===== src/rtl/fir_serial_sched.sv =====
`default_nettype none
// ============================================================================
//  Module   : fir_serial_sched
//  Purpose  : Sample scheduler for the serial FIR core. Issues accepted input
//             samples to the core no faster than one per SLOT clocks, and
//             buffers core results in a DEPTH-entry first-word-fall-through
//             FIFO. A sample is only issued against a free FIFO credit.
//  Revision : 1.0 - initial release
// ============================================================================
module fir_serial_sched #(
    parameter int DIN_BITS  = 16,
    parameter int DOUT_BITS = 36,
    parameter int SLOT      = 8,
    parameter int DEPTH     = 4
) (
    input  logic                 clk,
    input  logic                 reset,
    input  logic                 flush,
    input  logic                 in_valid,
    input  logic [DIN_BITS-1:0]  in_data,
    output logic                 in_ready,
    output logic                 core_load,
    output logic [DIN_BITS-1:0]  core_din,
    input  logic                 core_valid,
    input  logic [DOUT_BITS-1:0] core_dout,
    output logic                 out_valid,
    output logic [DOUT_BITS-1:0] out_data,
    input  logic                 out_ready,
    output logic                 busy,
    output logic                 overflow
);

    localparam int c_CNT_W  = $clog2(DEPTH + 1);
    localparam int c_SLOT_W = $clog2(SLOT);
    localparam int c_PTR_W  = $clog2(DEPTH);

    localparam logic [c_SLOT_W-1:0] c_SLOT_LAST = c_SLOT_W'(SLOT - 1);
    localparam logic [c_CNT_W:0]    c_DEPTH_X   = (c_CNT_W + 1)'(DEPTH);
    localparam logic [c_CNT_W-1:0]  c_DEPTH     = c_CNT_W'(DEPTH);
    localparam logic [c_PTR_W-1:0]  c_PTR_LAST  = c_PTR_W'(DEPTH - 1);

    localparam logic [0:0] c_IDLE = 1'b0;
    localparam logic [0:0] c_RUN  = 1'b1;

    logic [0:0]           r_state;
    logic [0:0]           w_state_nxt;
    logic [c_SLOT_W-1:0]  r_slot_cnt;
    logic [c_CNT_W-1:0]   r_inflight;
    logic [c_CNT_W-1:0]   r_drop_cnt;
    logic [c_CNT_W-1:0]   r_count;
    logic [c_PTR_W-1:0]   r_wr_ptr;
    logic [c_PTR_W-1:0]   r_rd_ptr;
    logic [DOUT_BITS-1:0] r_mem [DEPTH];
    logic                 r_core_load;
    logic [DIN_BITS-1:0]  r_core_din;
    logic                 r_overflow;

    logic                 w_slot_end;
    logic                 w_credit_ok;
    logic                 w_accept;
    logic                 w_core_ret;
    logic                 w_discard;
    logic                 w_push;
    logic                 w_pop;
    logic                 w_full;
    logic                 w_write;

    // FSM state register
    always_ff @(posedge clk or posedge reset) begin
        if (reset) begin
            r_state <= c_IDLE;
        end else begin
            r_state <= w_state_nxt;
        end
    end

    // FSM next state: enter RUN on every issue, fall back to IDLE when a slot
    // expires with nothing to reload, abort to IDLE on flush
    always_comb begin
        w_state_nxt = r_state;
        if (flush) begin
            w_state_nxt = c_IDLE;
        end else if (w_accept) begin
            w_state_nxt = c_RUN;
        end else if ((r_state == c_RUN) && w_slot_end) begin
            w_state_nxt = c_IDLE;
        end
    end

    // Handshake and FIFO control decodes
    always_comb begin
        w_slot_end  = (r_slot_cnt == c_SLOT_LAST);
        // One credit per FIFO entry, counting results still inside the core
        w_credit_ok = (({1'b0, r_inflight} + {1'b0, r_count}) < c_DEPTH_X);
        in_ready    = !reset && !flush && (r_drop_cnt == '0) && w_credit_ok &&
                      ((r_state == c_IDLE) || ((r_state == c_RUN) && w_slot_end));
        w_accept    = in_valid && in_ready;
        // Guarded so a stray result with nothing in flight cannot underflow
        w_core_ret  = core_valid && (r_inflight != '0);
        w_discard   = core_valid && (flush || (r_drop_cnt != '0));
        w_push      = core_valid && !w_discard;
        w_full      = (r_count == c_DEPTH);
        w_pop       = out_valid && out_ready;
        // A push into a full FIFO only lands when the head leaves the same cycle
        w_write     = w_push && (!w_full || w_pop);
    end

    // Slot timer: counts clocks since the last issue, parked at zero in IDLE
    always_ff @(posedge clk or posedge reset) begin
        if (reset) begin
            r_slot_cnt <= '0;
        end else if (flush || w_accept) begin
            r_slot_cnt <= '0;
        end else if ((r_state == c_RUN) && !w_slot_end) begin
            r_slot_cnt <= r_slot_cnt + 1'b1;
        end else begin
            r_slot_cnt <= '0;
        end
    end

    // Registered issue strobe and sample towards the core
    always_ff @(posedge clk or posedge reset) begin
        if (reset) begin
            r_core_load <= 1'b0;
            r_core_din  <= '0;
        end else begin
            r_core_load <= w_accept;
            if (w_accept) begin
                r_core_din <= in_data;
            end
        end
    end

    // In-flight tracking and discard count for results orphaned by a flush
    always_ff @(posedge clk or posedge reset) begin
        if (reset) begin
            r_inflight <= '0;
            r_drop_cnt <= '0;
        end else begin
            case ({w_accept, w_core_ret})
                2'b10:   r_inflight <= r_inflight + 1'b1;
                2'b01:   r_inflight <= r_inflight - 1'b1;
                default: r_inflight <= r_inflight;
            endcase
            if (flush) begin
                r_drop_cnt <= w_core_ret ? (r_inflight - 1'b1) : r_inflight;
            end else if ((r_drop_cnt != '0) && core_valid) begin
                r_drop_cnt <= r_drop_cnt - 1'b1;
            end
        end
    end

    // FIFO pointers and occupancy
    always_ff @(posedge clk or posedge reset) begin
        if (reset) begin
            r_wr_ptr <= '0;
            r_rd_ptr <= '0;
            r_count  <= '0;
        end else if (flush) begin
            r_wr_ptr <= '0;
            r_rd_ptr <= '0;
            r_count  <= '0;
        end else begin
            if (w_write) begin
                r_wr_ptr <= (r_wr_ptr == c_PTR_LAST) ? '0 : r_wr_ptr + 1'b1;
            end
            if (w_pop) begin
                r_rd_ptr <= (r_rd_ptr == c_PTR_LAST) ? '0 : r_rd_ptr + 1'b1;
            end
            case ({w_write, w_pop})
                2'b10:   r_count <= r_count + 1'b1;
                2'b01:   r_count <= r_count - 1'b1;
                default: r_count <= r_count;
            endcase
        end
    end

    // FIFO storage; contents are don't-care until written
    always_ff @(posedge clk) begin
        if (w_write) begin
            r_mem[r_wr_ptr] <= core_dout;
        end
    end

    // Sticky overflow: a result arrived with nowhere to go
    always_ff @(posedge clk or posedge reset) begin
        if (reset) begin
            r_overflow <= 1'b0;
        end else if (w_push && w_full && !w_pop) begin
            r_overflow <= 1'b1;
        end
    end

    assign core_load = r_core_load;
    assign core_din  = r_core_din;
    assign out_valid = (r_count != '0);
    assign out_data  = out_valid ? r_mem[r_rd_ptr] : '0;
    assign busy      = (r_state != c_IDLE) || (r_inflight != '0) || (r_count != '0);
    assign overflow  = r_overflow;

endmodule
`default_nettype wire


===== config.mk =====
export PLATFORM = sky130hd
export DESIGN_NAME = fir_serial_sched
export DESIGN_NICKNAME = d
export VERILOG_FILES = /design/src/rtl/fir_serial_sched.sv
export SDC_FILE = /design/constraint.sdc
export NUM_CORES = 1
export LEC_CHECK = 0
export CORE_UTILIZATION = 53
export DETAILED_ROUTE_END_ITERATION = 10
export PLACE_DENSITY = 0.77
export SETUP_SLACK_MARGIN = 0.1
export SLEW_MARGIN = 5
export SYNTH_ARGS = -nofsm -noshare
export SYNTH_HDL_FRONTEND = slang
export SYNTH_SLANG_ARGS = --single-unit
export TNS_END_PERCENT = 20

===== constraint.sdc =====
create_clock -name clk -period 3 [get_ports clk]
set_clock_uncertainty 0.15 [all_clocks]
set_input_delay 0.45 -clock clk [delete_from_list [all_inputs] [get_ports clk]]
set_output_delay 0.45 -clock clk [all_outputs]
set_load 0.03 [all_outputs]

[Word-level counts from Yosys, hierarchy flattened]
Memory sizes are Yosys's and may differ from the RTL's.
Cells that the tools add are included.
Word-level totals
  register bits after elaboration: 35
  bits in writable memories: 144
  input port bits: 58
  output and inout bits: 57
  memories kept: 1
Memory list
  r_mem: words 4, bits a word 36, read ports 1, clocked after memory_dff 0, wr ports 1, line 53  | logic [DOUT_BITS-1:0] r_mem [DEPTH];
Cells by class
  add/subtract/negate cells: 9
  magnitude comparators: 1
  eq/ne operators: 8
  multiplexer cells: 20
  bitwise gates (word level): 1
  reductions and logical operators: 37
Operators by type and width (number)
  2-to-1 mux 36 bit: 1
  2-to-1 mux 3 bit: 6
  logical AND 1 bit: 15
  nonzero test 3 bit: 5
  2-to-1 mux 2 bit: 6
  one-hot mux 3 bit (2 select lines): 2
  adder 3 x 1 -> 3 bit (second input constant): 3
  subtractor 3 x 1 -> 3 bit (second input constant): 3
  equality test 2 bit (second input constant): 4
  nonzero test 2 bit: 4
  equality test 3 bit (second input constant): 2
  zero test 1 bit: 6
  logical OR 1 bit: 6
  2-to-1 mux 1 bit: 5
  adder 2 x 1 -> 2 bit (second input constant): 2
  adder 3 x 3 -> 4 bit: 1
  equality test 2 x 1 -> 1 bit (second input constant): 2
  < comparator 4 x 3 -> 1 bit (second input constant): 1
  zero test 3 bit: 1
  NOT 1 bit: 1

[Logic depth before layout (Yosys ltp)]
  depth in word-level cells: 9
  mapped depth: 10
  gate-level depth less buffers: 9

[Worst setup path after synthesis]
OpenSTA, ideal clock, no wires.
  path kind: input to register
  from: input flush
  to: memory r_mem[3][0] (enable)
  library setup time: 0.397 ns
  data arrival time: 2.011 ns
  data required time: 2.453 ns
  slack: 0.443 ns
  cell stages on the path: 4
  buffers on the path: 1
  path through: buf_2 > nand4bb_2 > nor2_1 > and2_1
Between the ends
  longest elaborated chain between the ends: 7
RTL lines
  start: declaration: line 18  | input logic flush,
  logical OR 1 bit: line 100  | w_discard = core_valid && (flush || (r_drop_cnt != '0));
  logical AND 1 bit: line 100
  zero test 1 bit: line 101  | w_push = core_valid && !w_discard;
  logical AND 1 bit: line 101
  logical AND 1 bit: line 105  | w_write = w_push && (!w_full || w_pop);
  2-to-1 mux 1 bit: line 180  | if (w_write) begin
  2-to-1 mux 1 bit (not written as such): line 181  | r_mem[r_wr_ptr] <= core_dout;
  end: declaration: line 53
No other way between the ends.

[Worst setup path in the final report]
  from: register r_count[2]
  to: output in_ready
Between the ends
  longest elaborated chain between the ends: 4
RTL lines
  start: declaration: line 50  | logic [c_CNT_W-1:0] r_count;
  start signal: assignment: line 171  | 2'b10: r_count <= r_count + 1'b1;
  start signal: assignment: line 172  | 2'b01: r_count <= r_count - 1'b1;
  start signal: assignment: line 173  | default: r_count <= r_count;
  adder 3 x 3 -> 4 bit: line 94  | w_credit_ok = (({1'b0, r_inflight} + {1'b0, r_count}) < c_DEPTH_X);
  < comparator 4 x 3 -> 1 bit: line 94
  logical AND 1 bit (2 in series): line 95  | in_ready = !reset && !flush && (r_drop_cnt == '0) && w_credit_ok &&
  end: declaration: line 21  | output logic in_ready,
No other way between the ends.

==> impl_metrics.toml <==
[status]
outcome = "finished clean"

[timing]
rsz0062_at_grt = "false"
worstMarginPinSlew_ps = 523
setup_viol = 0
hold_violations = 0
tns_ps = 0
period_needed_ps = 2780
final_max_slew_viol_count = 0
relSlewSlack_pct = 65.1
timing.fmax_ghz = 0.360
fin_crit_sh_pct = 92.7

[placed_design]
io_buffer_count = 114
numPlacedInstances = 682
gp_congestion = 0.766
hpwlAfterDp_um = 8750

[pwr]
p_comb_share_pct = 28.1
seqPwrFrac_pct = 43.5
p_per_area_nw_per_um2 = 749
p_sw_uw = 2070
p_int_uw = 4890
p_sw_share_pct = 29.7
clkPwrFrac_pct = 28.5
power.leakage_uw = 0.00351
vdd_drop_max_v = 0.000353

[logic_synthesis]
yosysSeqAreaShare_pct = 71.4
ys_async_sr_fraction_pct = 19.6
synth_area_per_cell_sq_um = 18.8
synth_flop_cell = "edfxtp_1"
netlist-cell-type-count = 44
synth_warnings = 0
synth_area_sq_um = 7280
synth_edf_count = 144
synth-seq-cells = 179
netlist_instances = 388
syn-num-nets = 462

[clocking]
cts_buffers = 17
cts_htree_levels = 4
clkLatencyLatePin_ps = 420
clock-sinks = 179
cts_tree = "done"
cts_buffer_depth = 2
cts_hold_buf = 0
cts_root_buffer = "clkbuf_16"
clk_pin_slew_ps = 60

[route]
viasPerCell = 5.51
antenna_left = 0
first_iter_violations = 243
num_vias = 3932
routed_wl_um = 13800
drcViolationCount = 0
wire_per_inst_um = 19.3
first_pass_iters = 4

[min_path]
hp-class = "primary input to async pin"

[critical_path]
startpoint = "r_count[2]"
rrSetupSlack_ps = 270
crit_path_max_fanout = 6
r2r-start = "r_drop_cnt[0]"
worst_setup_path_end_kind = "output port"
worstPathRequired_ps = 2400
critPathLaunchType = "flip-flop"
cp.arrival_ps = 2180
r2r-end = "r_count[2]"
r2r_cells = 8
crit_end = "in_ready"
critPathKind = "flip-flop to output port"

[floorplanning]
die_area_sq_um = 14200
fp.dieH_um = 119
die_w_um = 119
start_util_pct = 54.6
boundaryPins = 115
core_sq_um = 13300
fp-row-count = 42

[global_routing]
grt_max_degree = 23
grt_util_all_layers_pct = 21.2
grt_overflow = 0
antenna_found_initial = 0
grt_pass1_vias = 4272
grt_pass1_wl_um = 22300

[finish]
syn2layout_area_growth_pct = 27.5
fin_cells = 714
regArea_sq_um = 5200
multi_input_area_sq_um = 1970
diodes = 0
drive_above_1_share_pct = 20.6
final_nets = 600
utilization_pct = 69.6
fillCellCount = 890

[run]
maxCapViolations = 0
## worst min path at each step
stage	start	cells after the start	slack [ps]	to
global placement	r_slot_cnt[0]	1	280	r_slot_cnt[0]
global route	reset	2	270	r_count[2]
floorplan	r_slot_cnt[0]	1	260	r_slot_cnt[0]
detailed placement	r_slot_cnt[0]	1	310	r_slot_cnt[0]
CTS	reset	2	240	r_state
finish	reset	2	240	r_state
## cells by family after synthesis
group,after synthesis,synth area share [%]
AO/OA/AOI/OAI,22,1.91
multiplexers,55,14.4
flip-flops,179,71.4
buffers and inverters,25,1.60
XOR/XNOR,4,0.481
adder cells (fa/ha/maj),16,2.85
AND/OR/NAND/NOR,87,7.40
## critical path: stages (launching register included)
cell and delay (ps):
dfrtp_1 460, ha_1 310, nor4_1 250, and4_1 320, dlygate4sd2_1 430
## cell usage after synthesis, drive strengths merged, types with 2 or more instances
cell type,number,area share (%)
mux2,16,2.8
edfxtp,144,59
o21ai,4,0.27
nand3,5,0.34
nand2b,3,0.26
nor2,9,0.46
or3,2,0.17
and2,42,3.6
a21oi,9,0.62
clkbuf,7,0.36
nor3b,3,0.38
xnor2,3,0.36
a21o,3,0.33
buf,9,0.77
mux4,36,11
inv,9,0.46
nand2,10,0.62
dfrtp,35,12
nor3,4,0.27
ha,15,2.6
mux2i,3,0.41
## cell usage in the layout (no fill, tap or decap), drive strengths merged, types with 2 or more instances in the layout
master,synthesis,layout
clkbuf,7,19
inv,9,9
buf,9,26
nand2,10,10
ha,15,15
nor3b,3,3
mux2,16,16
nand2b,3,3
mux2i,3,3
dfrtp,35,35
a21oi,9,9
dlygate4sd2,0,33
o21ai,4,4
nand3,5,5
and2,42,42
nor2,9,9
clkinvlp,0,2
edfxtp,144,144
clkinv,0,9
or3,2,2
clkdlybuf4s50,0,75
xnor2,3,3
nor3,4,4
a21o,3,3
mux4,36,36
## timing repair
action,in CTS,in global routing
setup buffers,1,0
endpoints found under the setup margin,33,1
gates resized for setup,33,1
## registers in the layout, indices dropped and copies added (netlist names), 2 cells and up
name        flops
r_slot_cnt      3
r_count         3
core_din       16
r_rd_ptr        2
r_drop_cnt      3
r_mem         144
r_inflight      3
r_wr_ptr        2
## per-layer routing
layer,part of all wire [%],wire length [um],GRT usage (%)
met2,53,7330,36.2
met3,3.7,510,4.89
met1,42,5730,26.6
met5,0,0,0
met4,1.5,210,7.44
## metrics by stage
stage                     power, uW  hold WS, ps  area (sq um)  setup slack, ps
after floorplan                4310          257          7280              443
after global placement         5080          278          8800              140
after detailed placement       5120          312          8800              127
after CTS                      7030          237          9290              121
after global routing           7270          274          9290              101
final                          6960          243          9290              219
## power groups by stage
stage / clock network, uW / logic, uW / registers [uW]
floorplan: 0 / 1050 / 3260
global placement: 0 / 2010 / 3070
detailed placement: 0 / 2040 / 3080
CTS: 2020 / 1980 / 3030
global route: 2120 / 2100 / 3050
finish: 1980 / 1950 / 3020
## layout make-up
class	count	share of cell area (%)
Sequential cell	179	56.0
Multi-Input combinational cell	184	21.2
Timing Repair Buffer	135	14.4
Clock buffer	19	4.66
Tap cell	176	2.37
Clock inverter	12	0.997
Inverter	9	0.364
Note: power is estimated with default switching activity, not from simulation.
